[config.mk]
export PLATFORM = sky130hd
export DESIGN_NAME = mont_modexp_ctrl_flat
export DESIGN_NICKNAME = d
export VERILOG_FILES = /design/src/rtl/mont_pkg.sv /design/src/rtl/mont_modexp_ctrl_if.sv /design/src/rtl/mont_modexp_ctrl.sv /design/src/flat_wrapper.sv
export SDC_FILE = /design/constraint.sdc
export NUM_CORES = 1
export LEC_CHECK = 0
export CORE_MARGIN = 1.5
export CORE_UTILIZATION = 51
export CTS_CLUSTER_DIAMETER = 100
export DETAILED_ROUTE_END_ITERATION = 16
export GPL_TIMING_DRIVEN = 0
export PLACE_DENSITY_LB_ADDON = 0.25
export SYNTH_ARGS = -nofsm -noshare
export SYNTH_HDL_FRONTEND = slang
export SYNTH_SLANG_ARGS = --single-unit
[constraint.sdc]
create_clock -name i_Clk -period 3.39 [get_ports i_Clk]
set_input_delay 0.678 -clock i_Clk [delete_from_list [all_inputs] [get_ports i_Clk]]
set_output_delay 0.678 -clock i_Clk [all_outputs]
set_load 0.02 [all_outputs]
[src/rtl/mont_pkg.sv]
// Shared types for the Montgomery modular-exponentiation controller:
// FSM states, multiply phase encoding and the multiply-counter width.
package mont_pkg;

  typedef enum logic [2:0] {
    IDLE, TO_MONT, INIT_ACC, SQR, MUL, FROM_MONT, DONE, ERR
  } state_t;

  // REQ: request raised, waiting for done high; REL: waiting for done low
  typedef enum logic {PH_REQ, PH_REL} phase_t;

  // Worst case is 3 + 2*K multiplies, always representable in this width
  function automatic int mulcnt_w(input int k);
    return $clog2(2*k + 4);
  endfunction

endpackage

[src/rtl/mont_modexp_ctrl_if.sv]
// Operation-side and multiplier-side bundles of the modexp controller.
// The controller is the slave on the op bundle and the master on the mul bundle.
interface mont_op_if #(parameter int K_BITS = 8);
  localparam int CW = mont_pkg::mulcnt_w(K_BITS);

  logic              i_Start;
  logic [K_BITS-1:0] i_Base;
  logic [K_BITS-1:0] i_Exp;
  logic [K_BITS-1:0] i_m;
  logic [K_BITS-1:0] i_R2;
  logic [K_BITS-1:0] o_Result;
  logic              o_Done;
  logic              o_Busy;
  logic              o_Err;
  logic [CW-1:0]     o_MulCnt;

  modport master (output i_Start, i_Base, i_Exp, i_m, i_R2,
                  input  o_Result, o_Done, o_Busy, o_Err, o_MulCnt);
  modport slave  (input  i_Start, i_Base, i_Exp, i_m, i_R2,
                  output o_Result, o_Done, o_Busy, o_Err, o_MulCnt);
endinterface

interface mont_mul_if #(parameter int K_BITS = 8);
  logic              o_Mul_Start;
  logic [K_BITS-1:0] o_Mul_A;
  logic [K_BITS-1:0] o_Mul_B;
  logic [K_BITS-1:0] o_Mul_m;
  logic [K_BITS-1:0] i_Mul_P;
  logic              i_Mul_Done;

  modport master (output o_Mul_Start, o_Mul_A, o_Mul_B, o_Mul_m,
                  input  i_Mul_P, i_Mul_Done);
  modport slave  (input  o_Mul_Start, o_Mul_A, o_Mul_B, o_Mul_m,
                  output i_Mul_P, i_Mul_Done);
endinterface

[src/rtl/mont_modexp_ctrl.sv]
// Left-to-right square-and-multiply controller driving an external Montgomery
// multiplier. Define MODEXP_SKIP_LEADING_ZEROS_EN to skip exponent bits above the MSB 1.
module mont_modexp_ctrl
  import mont_pkg::*;
#(
  parameter int K_BITS = 8
) (
  input  logic      i_Clk,
  input  logic      i_Rst,
  mont_op_if.slave  op,
  mont_mul_if.master mul
);

  localparam int CW = mulcnt_w(K_BITS);
  localparam int IW = (K_BITS > 1) ? $clog2(K_BITS) : 1;
  localparam logic [K_BITS-1:0] ONE = K_BITS'(1);
  localparam logic [IW-1:0]     TOP = IW'(K_BITS - 1);

  state_t            state_q, state_d;
  phase_t            phase_q, phase_d;
  logic [K_BITS-1:0] exp_q, exp_d;
  logic [K_BITS-1:0] m_q, m_d;
  logic [K_BITS-1:0] r2_q, r2_d;
  logic [K_BITS-1:0] xm_q, xm_d;
  logic [K_BITS-1:0] acc_q, acc_d;
  logic [K_BITS-1:0] res_q, res_d;
  logic [K_BITS-1:0] a_q, a_d;
  logic [K_BITS-1:0] b_q, b_d;
  logic [IW-1:0]     idx_q, idx_d;
  logic [CW-1:0]     cnt_q, cnt_d;
  logic              mstart_q, mstart_d;
  logic              adv;

`ifdef MODEXP_SKIP_LEADING_ZEROS_EN
  function automatic logic [IW-1:0] msb_idx(input logic [K_BITS-1:0] e);
    logic [IW-1:0] r;
    r = '0;
    for (int i = 0; i < K_BITS; i++)
      if (e[i]) r = IW'(i);
    return r;
  endfunction
`endif

  always_ff @(posedge i_Clk or posedge i_Rst) begin
    if (i_Rst) begin
      state_q  <= IDLE;
      phase_q  <= PH_REQ;
      exp_q    <= '0;
      m_q      <= '0;
      r2_q     <= '0;
      xm_q     <= '0;
      acc_q    <= '0;
      res_q    <= '0;
      a_q      <= '0;
      b_q      <= '0;
      idx_q    <= TOP;
      cnt_q    <= '0;
      mstart_q <= 1'b0;
    end else begin
      state_q  <= state_d;
      phase_q  <= phase_d;
      exp_q    <= exp_d;
      m_q      <= m_d;
      r2_q     <= r2_d;
      xm_q     <= xm_d;
      acc_q    <= acc_d;
      res_q    <= res_d;
      a_q      <= a_d;
      b_q      <= b_d;
      idx_q    <= idx_d;
      cnt_q    <= cnt_d;
      mstart_q <= mstart_d;
    end
  end

  always_comb begin
    state_d  = state_q;
    phase_d  = phase_q;
    exp_d    = exp_q;
    m_d      = m_q;
    r2_d     = r2_q;
    xm_d     = xm_q;
    acc_d    = acc_q;
    res_d    = res_q;
    a_d      = a_q;
    b_d      = b_q;
    idx_d    = idx_q;
    cnt_d    = cnt_q;
    mstart_d = mstart_q;
    adv      = 1'b0;

    case (state_q)
      IDLE: begin
        if (op.i_Start) begin
          exp_d   = op.i_Exp;
          m_d     = op.i_m;
          r2_d    = op.i_R2;
          cnt_d   = '0;
          res_d   = '0;
          idx_d   = TOP;
          phase_d = PH_REQ;
          if (!op.i_m[0]) begin
            state_d = ERR;
          end else begin
            state_d  = TO_MONT;
            mstart_d = 1'b1;
            a_d      = op.i_Base;
            b_d      = op.i_R2;
          end
        end
      end

      DONE, ERR: begin
        if (!op.i_Start) state_d = IDLE;
      end

      default: begin
        if (phase_q == PH_REQ) begin
          // A done seen without our own request outstanding is not a completion
          if (mstart_q && mul.i_Mul_Done) begin
            mstart_d = 1'b0;
            phase_d  = PH_REL;
            cnt_d    = cnt_q + CW'(1);
            case (state_q)
              TO_MONT:   xm_d  = mul.i_Mul_P;
              FROM_MONT: res_d = mul.i_Mul_P;
              default:   acc_d = mul.i_Mul_P;
            endcase
          end
        end else if (!mul.i_Mul_Done) begin
          phase_d  = PH_REQ;
          mstart_d = 1'b1;
          case (state_q)
            TO_MONT: begin
              state_d = INIT_ACC;
              a_d     = ONE;
              b_d     = r2_q;
            end
            INIT_ACC: begin
`ifdef MODEXP_SKIP_LEADING_ZEROS_EN
              if (exp_q == '0) begin
                state_d = FROM_MONT;
                a_d     = acc_q;
                b_d     = ONE;
              end else begin
                state_d = SQR;
                idx_d   = msb_idx(exp_q);
                a_d     = acc_q;
                b_d     = acc_q;
              end
`else
              state_d = SQR;
              a_d     = acc_q;
              b_d     = acc_q;
`endif
            end
            SQR: begin
              if (exp_q[idx_q]) begin
                state_d = MUL;
                a_d     = acc_q;
                b_d     = xm_q;
              end else begin
                adv = 1'b1;
              end
            end
            MUL: adv = 1'b1;
            default: begin
              state_d  = DONE;
              mstart_d = 1'b0;
            end
          endcase

          // Step to the next exponent bit, or leave the domain after bit 0
          if (adv) begin
            a_d = acc_q;
            if (idx_q == '0) begin
              state_d = FROM_MONT;
              b_d     = ONE;
            end else begin
              state_d = SQR;
              idx_d   = idx_q - IW'(1);
              b_d     = acc_q;
            end
          end
        end
      end
    endcase
  end

  assign op.o_Result     = res_q;
  assign op.o_Done       = (state_q == DONE) || (state_q == ERR);
  assign op.o_Err        = (state_q == ERR);
  assign op.o_Busy       = !((state_q == IDLE) || (state_q == DONE) || (state_q == ERR));
  assign op.o_MulCnt     = cnt_q;
  assign mul.o_Mul_Start = mstart_q;
  assign mul.o_Mul_A     = a_q;
  assign mul.o_Mul_B     = b_q;
  assign mul.o_Mul_m     = m_q;

endmodule
[src/flat_wrapper.sv]
// flat-port wrapper written by rule: the top's interface ports become plain ports
module mont_modexp_ctrl_flat import mont_pkg::*;
#(
  parameter int K_BITS = 8
)
  (i_Clk, i_Rst, op_i_Start, op_i_Base, op_i_Exp, op_i_m, op_i_R2, op_o_Result, op_o_Done, op_o_Busy, op_o_Err, op_o_MulCnt, mul_o_Mul_Start, mul_o_Mul_A, mul_o_Mul_B, mul_o_Mul_m, mul_i_Mul_P, mul_i_Mul_Done);
  mont_op_if #(.K_BITS(K_BITS)) op_i ();
  mont_mul_if #(.K_BITS(K_BITS)) mul_i ();
  input  logic i_Clk;
  input  logic i_Rst;
  input wire logic [$bits(op_i.i_Start)-1:0] op_i_Start;
  input wire logic [$bits(op_i.i_Base)-1:0] op_i_Base;
  input wire logic [$bits(op_i.i_Exp)-1:0] op_i_Exp;
  input wire logic [$bits(op_i.i_m)-1:0] op_i_m;
  input wire logic [$bits(op_i.i_R2)-1:0] op_i_R2;
  output wire logic [$bits(op_i.o_Result)-1:0] op_o_Result;
  output wire logic [$bits(op_i.o_Done)-1:0] op_o_Done;
  output wire logic [$bits(op_i.o_Busy)-1:0] op_o_Busy;
  output wire logic [$bits(op_i.o_Err)-1:0] op_o_Err;
  output wire logic [$bits(op_i.o_MulCnt)-1:0] op_o_MulCnt;
  output wire logic [$bits(mul_i.o_Mul_Start)-1:0] mul_o_Mul_Start;
  output wire logic [$bits(mul_i.o_Mul_A)-1:0] mul_o_Mul_A;
  output wire logic [$bits(mul_i.o_Mul_B)-1:0] mul_o_Mul_B;
  output wire logic [$bits(mul_i.o_Mul_m)-1:0] mul_o_Mul_m;
  input wire logic [$bits(mul_i.i_Mul_P)-1:0] mul_i_Mul_P;
  input wire logic [$bits(mul_i.i_Mul_Done)-1:0] mul_i_Mul_Done;
  assign op_i.i_Start = op_i_Start;
  assign op_i.i_Base = op_i_Base;
  assign op_i.i_Exp = op_i_Exp;
  assign op_i.i_m = op_i_m;
  assign op_i.i_R2 = op_i_R2;
  assign op_o_Result = op_i.o_Result;
  assign op_o_Done = op_i.o_Done;
  assign op_o_Busy = op_i.o_Busy;
  assign op_o_Err = op_i.o_Err;
  assign op_o_MulCnt = op_i.o_MulCnt;
  assign mul_o_Mul_Start = mul_i.o_Mul_Start;
  assign mul_o_Mul_A = mul_i.o_Mul_A;
  assign mul_o_Mul_B = mul_i.o_Mul_B;
  assign mul_o_Mul_m = mul_i.o_Mul_m;
  assign mul_i.i_Mul_P = mul_i_Mul_P;
  assign mul_i.i_Mul_Done = mul_i_Mul_Done;
  mont_modexp_ctrl #(.K_BITS(K_BITS)) u_core (.i_Clk(i_Clk), .i_Rst(i_Rst), .op(op_i), .mul(mul_i));
endmodule
==> run summary <==
Resized cells post-CTS: 0
Number of port buffers: 84
Max FO, Critical Path: 10
GRT Overall Usage: 24.9%
Post-layout util: 67.8%
Sequential area share after synthesis: 48.5%
Async SR Flop Fraction: 100%
Diode count: 0
Initial DRT Pass Iterations: 5
Status: finished, final reports clean
Later-pin clock latency in the skew report: 0.36 ns
Routed Antenna Nets: 0
# hold bufs at CTS: 0
Top Ports: 85
Clock slew at reported path FFs: 0.09 ns
Max-slew headroom: 63.7%
Layout cell share with drive strength beyond 1: 13.2%
First-pass GRT wire length: 16400 µm
Synth Cell Area: 3980 µm²
WL final: 9750 µm
Non-Filler Instances: 565
Final min period: 3.04 ns
Launch point of the worst reg-to-reg path: u_core.idx_q[0]
Clock Tree Root: clkbuf_8
Max Cap Viol: 0
Prevailing post-synth register cell: dfrtp_1
DR vias: 3243
Startpoint Class: flip-flop
Final Hold Viols: 0
YS warnings: 0
Crit path largest cell delay: 0.55 ns
CP arrival: 2.36 ns
CORE AREA: 7650 µm²
Nets@finish: 505
Worst Skew: 0.0100 ns
Yosys cell types: 61
Worst path slowest cell: clkdlybuf4s50_1
Post-Syn Instances: 362
Seq cells post-synth: 77
Remaining DRCs: 0
R2r setup slk: 1.42 ns
Vias in the first global route: 3294
Starting Density: 52.1%
Area leader, netlist: dfrtp_1
Placed cells: 549
Setup WS post-layout: 0.353 ns
Max Freq: 0.329 GHz
Leakage power: 2.20 nW
Total gr overflow: 0
Worst-Margin Slew: 0.543 ns
Syn avg cell area: 11.0 µm²
Reg2Reg Depth: 6
Hold WS: 0.486 ns
Worst EP required: 2.71 ns
Filler cells: 587
Syn nets: 409
Clock tree sinks: 77
Setup TNS: 0 ns
Pin count of the biggest net entering global routing: 64
Final setup viols: 0
Kind of critical path: flip-flop to primary output
Slew Limit Fails: 0
CP endpoint kind: primary output
Power Density: 1010 nW/µm²
Unrepaired setup endpoints after global routing: false
EDFF count, synth: 0
Initial DRC count: 178
Period utilization: 89.6%
Worst reg2reg endpoint: u_core.idx_q[2]
CTS Buffer Depth: 2
Die ar.: 8350 µm²
Top cell type's share of synthesized area: 46.5%
CTS tree: done
Rows: 32
Drt via density: 5.74
Die Height: 91.4 µm
Worst VDD drop: 0.000550 V
DR WL/cell: 17.3 µm
Dpl hpwl: 6960 µm
DP Worst Slack: 0.726 ns
CP Cell Sequence: buf_4, or2_1, buf_2, nor2_2, nor2_1, clkdlybuf4s50_1
GPL Wtd Cong: 0.892
P&R area growth vs syn: 30.2%
H-tree levels: 3
Hold crit path type: flip-flop to flip-flop
Number of post-CTS setup repair buffers: 0
Cell types occupying the most area after synthesis: dfrtp_1 (46%), mux2_1 (11%), mux2i_1 (3.0%)
TritonCTS buffer count: 9
Hold Startpoint: u_core.exp_q[3]
Die Width: 91.4 µm
Antenna violations before repair: 0
Hold depth: 1
Hold Path End: u_core.exp_q[3]
-- sequential cells by signal, summed over array words and instances (netlist names), 5 cells and up --
name                count
u_core.mul.o_Mul_B      8
u_core.mul.o_Mul_A      8
u_core.r2_q             8
u_core.acc_q            8
u_core.exp_q            8
u_core.xm_q             8
u_core.op.o_Result      8
u_core.op.o_MulCnt      5
u_core.mul.o_Mul_m      8
-- worst max-delay path, delay by kind of cell, from the launching register on --
family	cells	cell delay, ns
buffers and inverters	3	0.88
AND/OR/NAND/NOR	3	0.75
flip-flops	1	0.38
-- routing by layer --
layer | up-vias | routed length, µm | GRT usage (%)
li1 | 1511 | - | -
met1 | 1600 | 4440 | 35.8
met2 | 121 | 4570 | 37.9
met3 | 11 | 628 | 5.11
met4 | 0 | 110 | 7.55
met5 | - | 0 | 0
-- layout make-up --
| class | count | area, µm² | share of cell area (%) |
|---|---|---|---|
| Clock inverter | 7 | 80.1 | 1.54 |
| Buffer | 23 | 178 | 3.43 |
| Multi-Input combinational cell | 253 | 1840 | 35.4 |
| Sequential cell | 77 | 1930 | 37.2 |
| Timing Repair Buffer | 85 | 868 | 16.7 |
| Tap cell | 102 | 128 | 2.46 |
| Inverter | 9 | 38.8 | 0.748 |
| Clock buffer | 9 | 124 | 2.39 |
-- how the worst max path moves through the flow --
stage	slack, ns	to	startpoint	cells past startpoint
final	0.35	op_o_Busy	u_core.state_q[0]	6
after global routing	0.24	op_o_Busy	u_core.state_q[0]	6
after CTS	0.32	op_o_Busy	u_core.state_q[0]	6
after detailed placement	0.73	u_core.exp_q[0]	op_i_Start	5
after global placement	-0.53	u_core.r2_q[3]	i_Rst	2
after floorplan	0.75	u_core.acc_q[0]	i_Rst	1
-- power by group --
part	switching [mW]	internal [mW]
clock	0.383	0.349
combinational	1.50	1.30
sequential	0.305	1.37
-- per-stage QoR --
| stage | area (µm²) | power [mW] |
|---|---|---|
| after floorplan | 3980 | 3.50 |
| after global placement | 4950 | 4.39 |
| after detailed placement | 4980 | 4.48 |
| after CTS | 5180 | 5.22 |
| after global routing | 5180 | 5.55 |
| final | 5180 | 5.21 |
-- cell usage in the layout, fill, tap and decap left out, types with 4 or more instances in the layout --
cell type,synthesis,layout
a21oi_1,20,20
xnor2_1,4,4
a22oi_1,7,7
buf_4,5,5
inv_1,7,6
nor2_1,28,28
clkdlybuf4s50_1,0,84
mux2_1,39,39
nand2b_1,5,5
o22a_1,8,8
nand2_1,25,25
buf_2,8,8
clkbuf_8,1,10
nor2b_1,7,7
a31oi_1,10,10
buf_8,4,4
o21ai_1,18,18
o2bb2ai_1,7,7
nand3_1,10,10
nor3_1,4,4
mux2i_1,12,12
dfrtp_1,74,74
-- synthesized netlist by cell type (all sizes together), types with 2 or more instances --
cell type and number:
o22ai 3, a21oi 21, nor3b 2, mux2i 12, a31oi 11, inv 9
ha 3, o22a 9, nor3 4, xnor2 4, clkbuf 4, dfrtp 74
o211ai 3, nor4b 2, and3 3, buf 19, nor2 31, o2bb2ai 7
a22oi 7, nand2b 5, nand2 26, o21ai 22, nand3 10, nor2b 7
dfstp 3, mux2 42
-- cell families (layout without fill, tap and decap cells) --
| group | after synthesis | after routing | synth area share (%) |
|---|---|---|---|
| simple gates | 96 | 96 | 12.2 |
| compound gates | 95 | 95 | 16.7 |
| flops | 77 | 77 | 48.5 |
| mux | 55 | 55 | 15.5 |
| buf+inv | 32 | 133 | 5.37 |
| xor+xnor | 4 | 4 | 0.880 |
| fa+ha+maj | 3 | 3 | 0.943 |
(Power assumes the default switching activity.)
==> edit (same settings) <==
Make the reset (`i_Rst`) synchronous in one clocked block.
--- a/src/rtl/mont_modexp_ctrl.sv
+++ b/src/rtl/mont_modexp_ctrl.sv
@@ -42,5 +42,5 @@
 `endif
 
-  always_ff @(posedge i_Clk or posedge i_Rst) begin
+  always_ff @(posedge i_Clk) begin
     if (i_Rst) begin
       state_q  <= IDLE;
Formal check against the unedited RTL: differs if i_Rst is asserted again (counterexample within 4 cycles, from zero or initial values and one cycle with i_Rst high); with i_Rst held inactive, the same outputs for 10 cycles.
==> edit against the original RTL <==
Non-clock buffer count grew 8. Area after synthesis decreased by 3.1%. Register-to-register slack worse by 0.23 ns. Sequential cell count did not move. Setup slack lost 0.13 ns. Count of clock-buffer cells in the layout did not move. Final area shrank 3.0%. Worst hold slack worse by 0.029 ns. Routed wire length up 9.7%.
Power is not compared: it rests on default switching activity, and its combinational part moved more than twofold at a synthesized area within 25%.
==> edit: results (changes against the original RTL) <==
\begin{tabular}{lr}
\hline
Metric & Value \\
\hline
\multicolumn{2}{l}{\textbf{Setup path}} \\
\quad Worst R2R Start & u\_core.idx\_q[0]\$\_SDFFE\_PP1P\_ \\
\quad Maximum single-stage delay on the critical path & 0.61 ns (+0.06 ns) \\
\quad Reg2Reg Capture Point & u\_core.mul.o\_Mul\_B[5]\$\_SDFFE\_PP0P\_ \\
\multicolumn{2}{l}{\textbf{Logic synthesis}} \\
\quad Most used standard cells in the synthesized netlist & sky130\_fd\_sc\_hd\_\_dfxtp\_1, sky130\_fd\_sc\_hd\_\_nand2\_1, sky130\_fd\_sc\_hd\_\_a21oi\_1 \\
\quad Dominant cells by area after synthesis & sky130\_fd\_sc\_hd\_\_dfxtp\_1, sky130\_fd\_sc\_hd\_\_mux2i\_1, sky130\_fd\_sc\_hd\_\_a21oi\_1 \\
\quad Gate count after technology mapping & 454 (+25\%) \\
\quad Multiplexer fraction of the synthesized cell area & 0.09633 (-0.05824) \\
\quad Fraction of the mapped netlist area in compound gates & 0.2368 (+0.06964) \\
\quad Xor and xnor area share after synthesis & 0.009082 (+0.0002853) \\
\quad Netlist cell types & 58 (-4.9\%) \\
\multicolumn{2}{l}{\textbf{Cells and area}} \\
\quad Layout non-clock buf frac & 0.1974 (-0.004376) \\
\quad Layout cells sized above 1 & 0.09928 (-0.03247) \\
\quad Clock distribution area overhead in the final layout & 0.04082 (+0.001482) \\
\quad Fraction of area in registers & 0.3066 (-0.06572) \\
\quad Total of fill cells in the finished design & 642 (+9.4\%) \\
\multicolumn{2}{l}{\textbf{STA}} \\
\quad Remaining max-slew budget at the tightest pin & 0.3751 (-0.2614) \\
\quad Clock Skew & 0.007683 ns (-0.002322 ns) \\
\quad Final worst hold slack & 0.4565 ns (-0.02918 ns) \\
\multicolumn{2}{l}{\textbf{GRT}} \\
\quad Wire length of the first global-routing pass & 17.84 mm (+9.0\%) \\
\quad Largest net degree at the start of global routing & 16 (-75\%) \\
\quad GR Util All Layers & 0.2731 (+0.02406) \\
\quad Met2 Usage GRT & 0.4440 (+0.06467) \\
\quad Global Route met1 Usage & 0.3571 (-0.0004658) \\
\multicolumn{2}{l}{\textbf{Detailed routing}} \\
\quad Metal-1 WL & 4.839 mm (+9.0\%) \\
\quad Vias/cell & 5.704 (-0.62\%) \\
\quad Total length of routed met3 wires & 726 um (+16\%) \\
\quad Wire length on met2 & 4.946 mm (+8.2\%) \\
\quad Routed WL per cell & 16.38 um (-5.1\%) \\
\multicolumn{2}{l}{\textbf{Placed design}} \\
\quad Placed inst area & 4822 um2 (-3.2\%) \\
\quad DP Cell Count & 637 (+16\%) \\
\multicolumn{2}{l}{\textbf{Run status}} \\
\quad Outcome & complete, no violations \\
\hline
\end{tabular}
## edit: cell types whose count changed after synthesis, sizes merged, moves of 9 or more
cell	change
dfrtp	-74
mux2	-41
clkbuf	+12
o22a	-9
a21oi	+34
nand2	+44
mux2i	+24
dfxtp	+77
a211oi	+18
nor2	+22
o21ai	-17
a31oi	-10
## edit: how the worst max path moves through the flow
stage	startpoint	to	slack (ns)
detailed placement	mul_i_Mul_Done	u_core.xm_q[7]$_SDFFE_PP0P_	0.66
CTS	u_core.state_q[2]$_SDFFE_PP0P_	op_o_Err	0.26
global placement	u_core.state_q[2]$_SDFFE_PP0P_	op_o_Err	0.64
floorplan	mul_i_Mul_Done	u_core.idx_q[2]$_SDFFE_PP1P_	1.31
finish	u_core.state_q[2]$_SDFFE_PP0P_	op_o_Err	0.23
global route	u_core.state_q[2]$_SDFFE_PP0P_	op_o_Err	0.13
